File: config.mk
export PLATFORM = sky130hd
export DESIGN_NAME = ac_upsp_stream_bridge
export DESIGN_NICKNAME = d
export VERILOG_FILES = /design/src/rtl/upsp_ac_pkg.sv /design/src/rtl/ac_pixel_serializer.sv /design/src/rtl/ac_upsp_stream_bridge.sv
export SDC_FILE = /design/constraint.sdc
export NUM_CORES = 1
export LEC_CHECK = 0
export ABC_CLOCK_PERIOD_IN_PS = 3800
export CORE_MARGIN = 2
export CORE_UTILIZATION = 53
export DETAILED_ROUTE_END_ITERATION = 8
export PLACE_DENSITY = 0.81
export SYNTH_ARGS = -nofsm -noshare
export SYNTH_HDL_FRONTEND = slang
export SYNTH_SLANG_ARGS = --single-unit
File: constraint.sdc
create_clock -name clk -period 3.8 [get_ports clk]
set_input_delay 0.38 -clock clk [delete_from_list [all_inputs] [get_ports clk]]
set_output_delay 0.38 -clock clk [all_outputs]
set_load 0.01 [all_outputs]
File: src/rtl/upsp_ac_pkg.sv
// Shared constants and FSM encoding for the AC-side UPSP stream bridge.
// Default geometry is 960x540 upscaled by 4 with 24-bit RGB pixels.
package upsp_ac_pkg;

  localparam int PIX_W_DEF      = 24;
  localparam int LANES_DEF      = 4;
  localparam int SRC_WIDTH_DEF  = 960;
  localparam int SRC_HEIGHT_DEF = 540;
  localparam int SCALE_DEF      = 4;

  typedef enum logic [1:0] {
    ST_IDLE  = 2'd0,
    ST_RUN   = 2'd1,
    ST_DRAIN = 2'd2
  } state_e;

endpackage : upsp_ac_pkg

File: src/rtl/ac_pixel_serializer.sv
// Unpacks one LANES-pixel result word into a 1-pixel/beat stream.
// A new word may load in the same cycle the last lane handshakes, so words stream without bubbles.
module ac_pixel_serializer
  import upsp_ac_pkg::*;
#(
  parameter int PIX_W = PIX_W_DEF,
  parameter int LANES = LANES_DEF
) (
  input  logic                   clk,
  input  logic                   rst_n,
  input  logic                   en_i,
  input  logic                   wvalid_i,
  input  logic [PIX_W*LANES-1:0] wdata_i,
  output logic                   wready_o,
  input  logic                   m_ready_i,
  output logic                   m_valid_o,
  output logic [PIX_W-1:0]       m_data_o
);

  localparam int IDX_W = (LANES > 1) ? $clog2(LANES) : 1;
  localparam logic [IDX_W-1:0] LAST_IDX = IDX_W'(LANES - 1);

  logic [LANES-1:0][PIX_W-1:0] word_q;
  logic [IDX_W-1:0]            idx_q;
  logic                        m_valid_q;
  logic                        w_fire;
  logic                        m_fire;

  // Only combinational path in the bridge: m_ready lets the final lane hand over to the next word.
  assign wready_o = en_i && (!m_valid_q || ((idx_q == LAST_IDX) && m_ready_i));
  assign w_fire   = wvalid_i && wready_o;
  assign m_fire   = m_valid_q && m_ready_i;

  // NOTE: sequential state uses non-blocking assignments so every flop samples pre-edge values.
  always_ff @(posedge clk or negedge rst_n) begin
    if (!rst_n) begin
      word_q    <= '0;
      idx_q     <= '0;
      m_valid_q <= 1'b0;
    end else if (w_fire) begin
      word_q    <= wdata_i;
      idx_q     <= '0;
      m_valid_q <= 1'b1;
    end else if (m_fire) begin
      if (idx_q == LAST_IDX) begin
        m_valid_q <= 1'b0;
      end else begin
        idx_q <= idx_q + 1'b1;
      end
    end
  end

  assign m_valid_o = m_valid_q;
  assign m_data_o  = word_q[idx_q];

endmodule : ac_pixel_serializer

File: src/rtl/ac_upsp_stream_bridge.sv
// AC-side bridge: feeds source pixels to the UPSP read channel through a 2-entry skid buffer
// and serializes UPSP result words into a marked 1-pixel/beat output stream, one frame per start.
module ac_upsp_stream_bridge
  import upsp_ac_pkg::*;
#(
  parameter int SRC_WIDTH  = SRC_WIDTH_DEF,
  parameter int SRC_HEIGHT = SRC_HEIGHT_DEF,
  parameter int SCALE      = SCALE_DEF,
  parameter int PIX_W      = PIX_W_DEF,
  parameter int LANES      = LANES_DEF
) (
  input  logic                   clk,
  input  logic                   rst_n,
  input  logic                   frame_start,
  output logic                   busy,
  output logic                   frame_done,
  input  logic                   s_valid,
  input  logic [PIX_W-1:0]       s_data,
  output logic                   s_ready,
  output logic                   ac_upsp_rvalid,
  output logic [PIX_W-1:0]       ac_upsp_rdata,
  input  logic                   upsp_ac_rready,
  input  logic                   upsp_ac_wvalid,
  input  logic [PIX_W*LANES-1:0] upsp_ac_wdata,
  output logic                   ac_upsp_wready,
  output logic                   m_valid,
  output logic [PIX_W-1:0]       m_data,
  output logic                   m_eol,
  output logic                   m_eof,
  input  logic                   m_ready
);

  localparam int SRC_TOTAL = SRC_WIDTH * SRC_HEIGHT;
  localparam int DST_WIDTH = SRC_WIDTH * SCALE;
  localparam int DST_TOTAL = DST_WIDTH * SRC_HEIGHT * SCALE;
  localparam int SRC_CNT_W = $clog2(SRC_TOTAL + 1);
  localparam int COL_W     = $clog2(DST_WIDTH + 1);
  localparam int DST_CNT_W = $clog2(DST_TOTAL + 1);

  localparam logic [SRC_CNT_W-1:0] SRC_TOTAL_C = SRC_CNT_W'(SRC_TOTAL);
  localparam logic [COL_W-1:0]     COL_LAST    = COL_W'(DST_WIDTH - 1);
  localparam logic [DST_CNT_W-1:0] DST_LAST    = DST_CNT_W'(DST_TOTAL - 1);

  if ((DST_WIDTH % LANES) != 0) begin : g_bad_geometry
    $error("DST_WIDTH must be a multiple of LANES");
  end

  state_e               state_q;
  logic                 busy_q;
  logic                 frame_done_q;
  logic [SRC_CNT_W-1:0] src_cnt_q;
  logic [COL_W-1:0]     dst_col_q;
  logic [DST_CNT_W-1:0] dst_cnt_q;
  logic [1:0]           ent_q;
  logic [PIX_W-1:0]     skid_q [2];

  logic start_ok;
  logic s_fire;
  logic r_fire;
  logic m_fire;
  logic eof_fire;

  assign start_ok = (state_q == ST_IDLE) && frame_start;
  assign s_fire   = s_valid && s_ready;
  assign r_fire   = ac_upsp_rvalid && upsp_ac_rready;
  assign m_fire   = m_valid && m_ready;
  assign eof_fire = m_fire && m_eof;

  // Built only from registers, so upsp_ac_rready never reaches s_ready combinationally.
  assign s_ready        = (state_q == ST_RUN) && (src_cnt_q < SRC_TOTAL_C) && (ent_q != 2'd2);
  assign ac_upsp_rvalid = (ent_q != 2'd0);
  assign ac_upsp_rdata  = skid_q[0];

  always_ff @(posedge clk or negedge rst_n) begin
    if (!rst_n) begin
      state_q      <= ST_IDLE;
      busy_q       <= 1'b0;
      frame_done_q <= 1'b0;
    end else begin
      frame_done_q <= 1'b0;
      case (state_q)
        ST_IDLE: begin
          if (frame_start) begin
            state_q <= ST_RUN;
            busy_q  <= 1'b1;
          end
        end
        ST_RUN: begin
          if ((src_cnt_q == SRC_TOTAL_C) && (ent_q == 2'd0)) begin
            state_q <= ST_DRAIN;
          end
        end
        ST_DRAIN: begin
          if (eof_fire) begin
            state_q      <= ST_IDLE;
            busy_q       <= 1'b0;
            frame_done_q <= 1'b1;
          end
        end
        default: begin
          state_q <= ST_IDLE;
          busy_q  <= 1'b0;
        end
      endcase
    end
  end

  assign busy       = busy_q;
  assign frame_done = frame_done_q;

  always_ff @(posedge clk or negedge rst_n) begin
    if (!rst_n) begin
      src_cnt_q <= '0;
      dst_col_q <= '0;
      dst_cnt_q <= '0;
    end else if (start_ok) begin
      src_cnt_q <= '0;
      dst_col_q <= '0;
      dst_cnt_q <= '0;
    end else begin
      if (s_fire && (src_cnt_q < SRC_TOTAL_C)) begin
        src_cnt_q <= src_cnt_q + 1'b1;
      end
      if (m_fire) begin
        dst_col_q <= (dst_col_q == COL_LAST) ? '0 : dst_col_q + 1'b1;
        dst_cnt_q <= dst_cnt_q + 1'b1;
      end
    end
  end

  // NOTE: the two skid entries are reset because ac_upsp_rdata exposes the head directly and must read 0 after reset.
  always_ff @(posedge clk or negedge rst_n) begin
    if (!rst_n) begin
      ent_q     <= 2'd0;
      skid_q[0] <= '0;
      skid_q[1] <= '0;
    end else begin
      case ({s_fire, r_fire})
        2'b10: begin
          skid_q[ent_q[0]] <= s_data;
          ent_q            <= ent_q + 2'd1;
        end
        2'b01: begin
          skid_q[0] <= skid_q[1];
          ent_q     <= ent_q - 2'd1;
        end
        2'b11: begin
          if (ent_q == 2'd1) begin
            skid_q[0] <= s_data;
          end else begin
            skid_q[0] <= skid_q[1];
            skid_q[1] <= s_data;
          end
        end
        default: begin
        end
      endcase
    end
  end

  ac_pixel_serializer #(
    .PIX_W (PIX_W),
    .LANES (LANES)
  ) u_serializer (
    .clk       (clk),
    .rst_n     (rst_n),
    .en_i      (state_q != ST_IDLE),
    .wvalid_i  (upsp_ac_wvalid),
    .wdata_i   (upsp_ac_wdata),
    .wready_o  (ac_upsp_wready),
    .m_ready_i (m_ready),
    .m_valid_o (m_valid),
    .m_data_o  (m_data)
  );

  assign m_eol = m_valid && (dst_col_q == COL_LAST);
  assign m_eof = m_valid && (dst_cnt_q == DST_LAST);

endmodule : ac_upsp_stream_bridge

==> impl_metrics.yaml <==
run_status:
  status: "complete, no violations"
clocking:
  clk_path_buf_depth: 3
  htree_levels: 1
  clkSlewWorstSetupHoldPaths_ns: 0.06
  cts-root-buf: "clkbuf_16"
  postCtsSetupBuffers: 0
  holdBufCountCts: 0
  cts_tree: "built"
  cts.repair.resized: 0
  cts.sinks: 207
  clk_latency_ns: 0.50
  numCtsBuffers: 22
cells_and_area:
  syn_to_final_growth_pct: 25.6
  nets: 1107
  n_antenna_cell: 0
  regArea_um2: 5180
  multi_input_area_um2: 4290
  layoutNonFillerInstCount: 1211
  fillers: 1332
  drive_above_1_share: 0.211
  final_util: 0.685
die:
  io_pins: 183
  fp.dieH_um: 141
  placementRows: 49
  initial_core_util: 0.545
  die_w_um: 141
  core_area_um2: 18100
  die-area_um2: 19800
sta:
  period_minus_slack_ns: 3.12
  max-slew-margin-rel: 0.195
  slew_violations: 0
  rsz0062_at_grt: "false"
  finalSetupViolCount: 0
  fin_worst_skew_ns: 0.0127
  worst_pin_slew_ns: 1.21
  setup_ws_ns: 0.684
  finalHoldViolCount: 0
  fmax_ghz: 0.321
  fin_crit_sh: 0.820
  fin_setup_tns_ns: 0
synth:
  synth_edf_count: 0
  avgSynthCellArea_um2: 12.1
  synth_cells: 816
  synthTopCellsByArea: "dfrtp_1, mux2_2, mux4_2"
  synthesis.nets: 955
  synth_top_area_share: 0.523
  netlist_area_um2: 9900
  synth_area_leader_cell: "dfrtp_1"
  synthDistinctLibCells: 53
  synth_seq_cells: 207
  synth.most_common_cell: "dfrtp_1"
  synthArstFlopShare: 1.00
  ys_seq_area_frac: 0.523
  synthFlopType: "dfrtp_1"
  synthTopCellsByCount: "dfrtp_1, mux2_2, a21oi_1"
  yosysWarnings: 0
setup_path:
  critPathMaxStageDelay_ns: 0.99
  worstPathArrival_ns: 3.49
  cp_max_fo: 24
  cp.required_ns: 4.18
  startpoint_type: "flip-flop"
  cp-end-kind: "flip-flop"
  critPathBufInv: 2
  path_cells: "inv_1 > ha_1 > and4bb_2 > o41ai_4 > inv_2 > ha_1 > o21ai_2 > mux2_2"
  crit_family: "compound AO/OA/AOI/OAI gates"
  cp_num_cells: 8
  path_class: "flip-flop to flip-flop"
  cp_slowest_cell: "o21ai_2"
  rr_worst_depth: 8
  path_common_cell: "ha_1"
global_route:
  grt_usage: 0.221
  grt_pass1_vias: 7065
  grt_pass1_wl_mm: 35.8
  grt_max_degree: 126
  grt_remaining_overflow: 0
  antenna_found_initial: 1
power:
  peakVddDrop_mv: 0.537
  clkPwrFrac: 0.216
  p_int_mw: 6.39
  p_sw_mw: 2.85
  seq_power_share: 0.392
  combPwrFrac: 0.392
  leakagePower_nw: 5.08
  switching_share: 0.308
  powerDensity_nw_per_um2: 743
detailed_routing:
  drt_iter0_markers: 435
  via_per_inst: 5.80
  firstDrtPassIters: 5
  vias: 7025
  ant_nets: 0
  wl_per_cell_um: 17.8
  drc: 0
  wirelength_mm: 21.6
flow_run:
  maxCapViolCount: 0
placed_design:
  dp.cells: 1173
  dpl.hpwl_mm: 14.7
  gp_congestion: 0.806
  preCtsSetupSlack_ns: 0.661
  numPortBuffers: 182
worst_hold_path:
  min_path_type: "input pin to async pin"
==> metrics by stage <==
stage                     hold WS (ns)  area, um2  power (mW)
after global placement           0.476      11800        7.17
after global routing             0.132      12400        9.81
after detailed placement         0.485      11800        7.29
after CTS                       0.0916      12400        9.33
final                           0.0165      12400        9.23
after floorplan                 0.0844       9900        5.98
==> layer usage <==
layer / wire length [um] / vias up / GRT usage
met5: 11 / - / 0
met4: 505 / 2 / 0.0579
met3: 1660 / 35 / 0.0693
met2: 10300 / 198 / 0.349
met1: 9080 / 3490 / 0.300
li1: - / 3300 / -
==> cells in the final DEF, fill, tap and decap left out, types with 3 or more instances in the layout <==
cell / count
dfrtp_1: 206
and2_1: 3
nand4_1: 14
or3_1: 13
clkinv_2: 3
and3_1: 6
o21ai_0: 23
ha_1: 12
clkbuf_8: 3
nor2_1: 52
nand3_1: 18
o21ai_1: 6
a21oi_1: 56
a222oi_1: 7
nand2b_1: 10
xnor2_1: 4
nor3_1: 7
mux2_2: 122
or4_1: 18
clkbuf_16: 23
and4_1: 10
buf_4: 13
nand2_1: 45
xor2_1: 15
clkbuf_1: 8
nor4_1: 4
o31ai_1: 11
clkdlybuf4s50_1: 181
a22oi_1: 16
mux4_2: 24
inv_1: 11
o2111ai_1: 4
==> worst reg2reg max path: cells and delay by family (launching register included) <==
kind,cells,cell delay (ns)
multiplexers,1,0.45
adder cells (fa/ha/maj),2,0.54
flip-flops,1,0.47
AO/OA/AOI/OAI,2,1.05
buffers and inverters,2,0.22
AND/OR/NAND/NOR,1,0.26
==> kinds of logic after synthesis <==
group	share of synthesized area
mux	0.195
flops	0.523
buf+inv	0.0455
xor+xnor	0.0168
fa+ha+maj	0.0152
simple gates	0.114
compound gates	0.0893
==> power by group through the flow <==
stage | Combinational [mW] | Sequential (mW) | Clock [mW]
detailed placement | 3.64 | 3.65 | 0
finish | 3.62 | 3.62 | 1.99
CTS | 3.67 | 3.62 | 2.04
global route | 3.94 | 3.74 | 2.13
floorplan | 2.51 | 3.47 | 0
global placement | 3.56 | 3.61 | 0
==> registers in the layout, summed over array words and instances, names as in the netlist <==
signal,count
ac_upsp_rdata,24
busy,1
dst_cnt_q,23
dst_col_q,12
ent_q,2
frame_done,1
skid_q,24
src_cnt_q,19
state_q,2
u_serializer.idx_q,2
u_serializer.m_valid_o,1
u_serializer.word_q,96
==> path summary, 6_finish.rpt <==
path	start	slack, ns	end
setup / recovery	ent_q[0]$_DFFE_PN0P_	0.68	skid_q[13]$_DFFE_PN0P_
hold / removal	rst_n	0.02	u_serializer.word_q[70]$_DFFE_PN0P_
setup reg to reg	ent_q[0]$_DFFE_PN0P_	0.68	skid_q[13]$_DFFE_PN0P_
hold reg to reg	src_cnt_q[18]$_DFFE_PN0P_	0.50	src_cnt_q[18]$_DFFE_PN0P_
max in group asynchronous	rst_n	2.75	u_serializer.word_q[93]$_DFFE_PN0P_
min in group clk	upsp_ac_wdata[26]	0.50	u_serializer.word_q[26]$_DFFE_PN0P_
==> final cells by class <==
type	count	area share
multi-input cells	528	0.345
inverters	12	0.00362
repair buffers	197	0.158
clock inverters	5	0.00242
flip-flops and latches	207	0.417
clock buffers	33	0.0509
well taps	229	0.0231
Note: power is estimated with default switching activity, not from simulation.
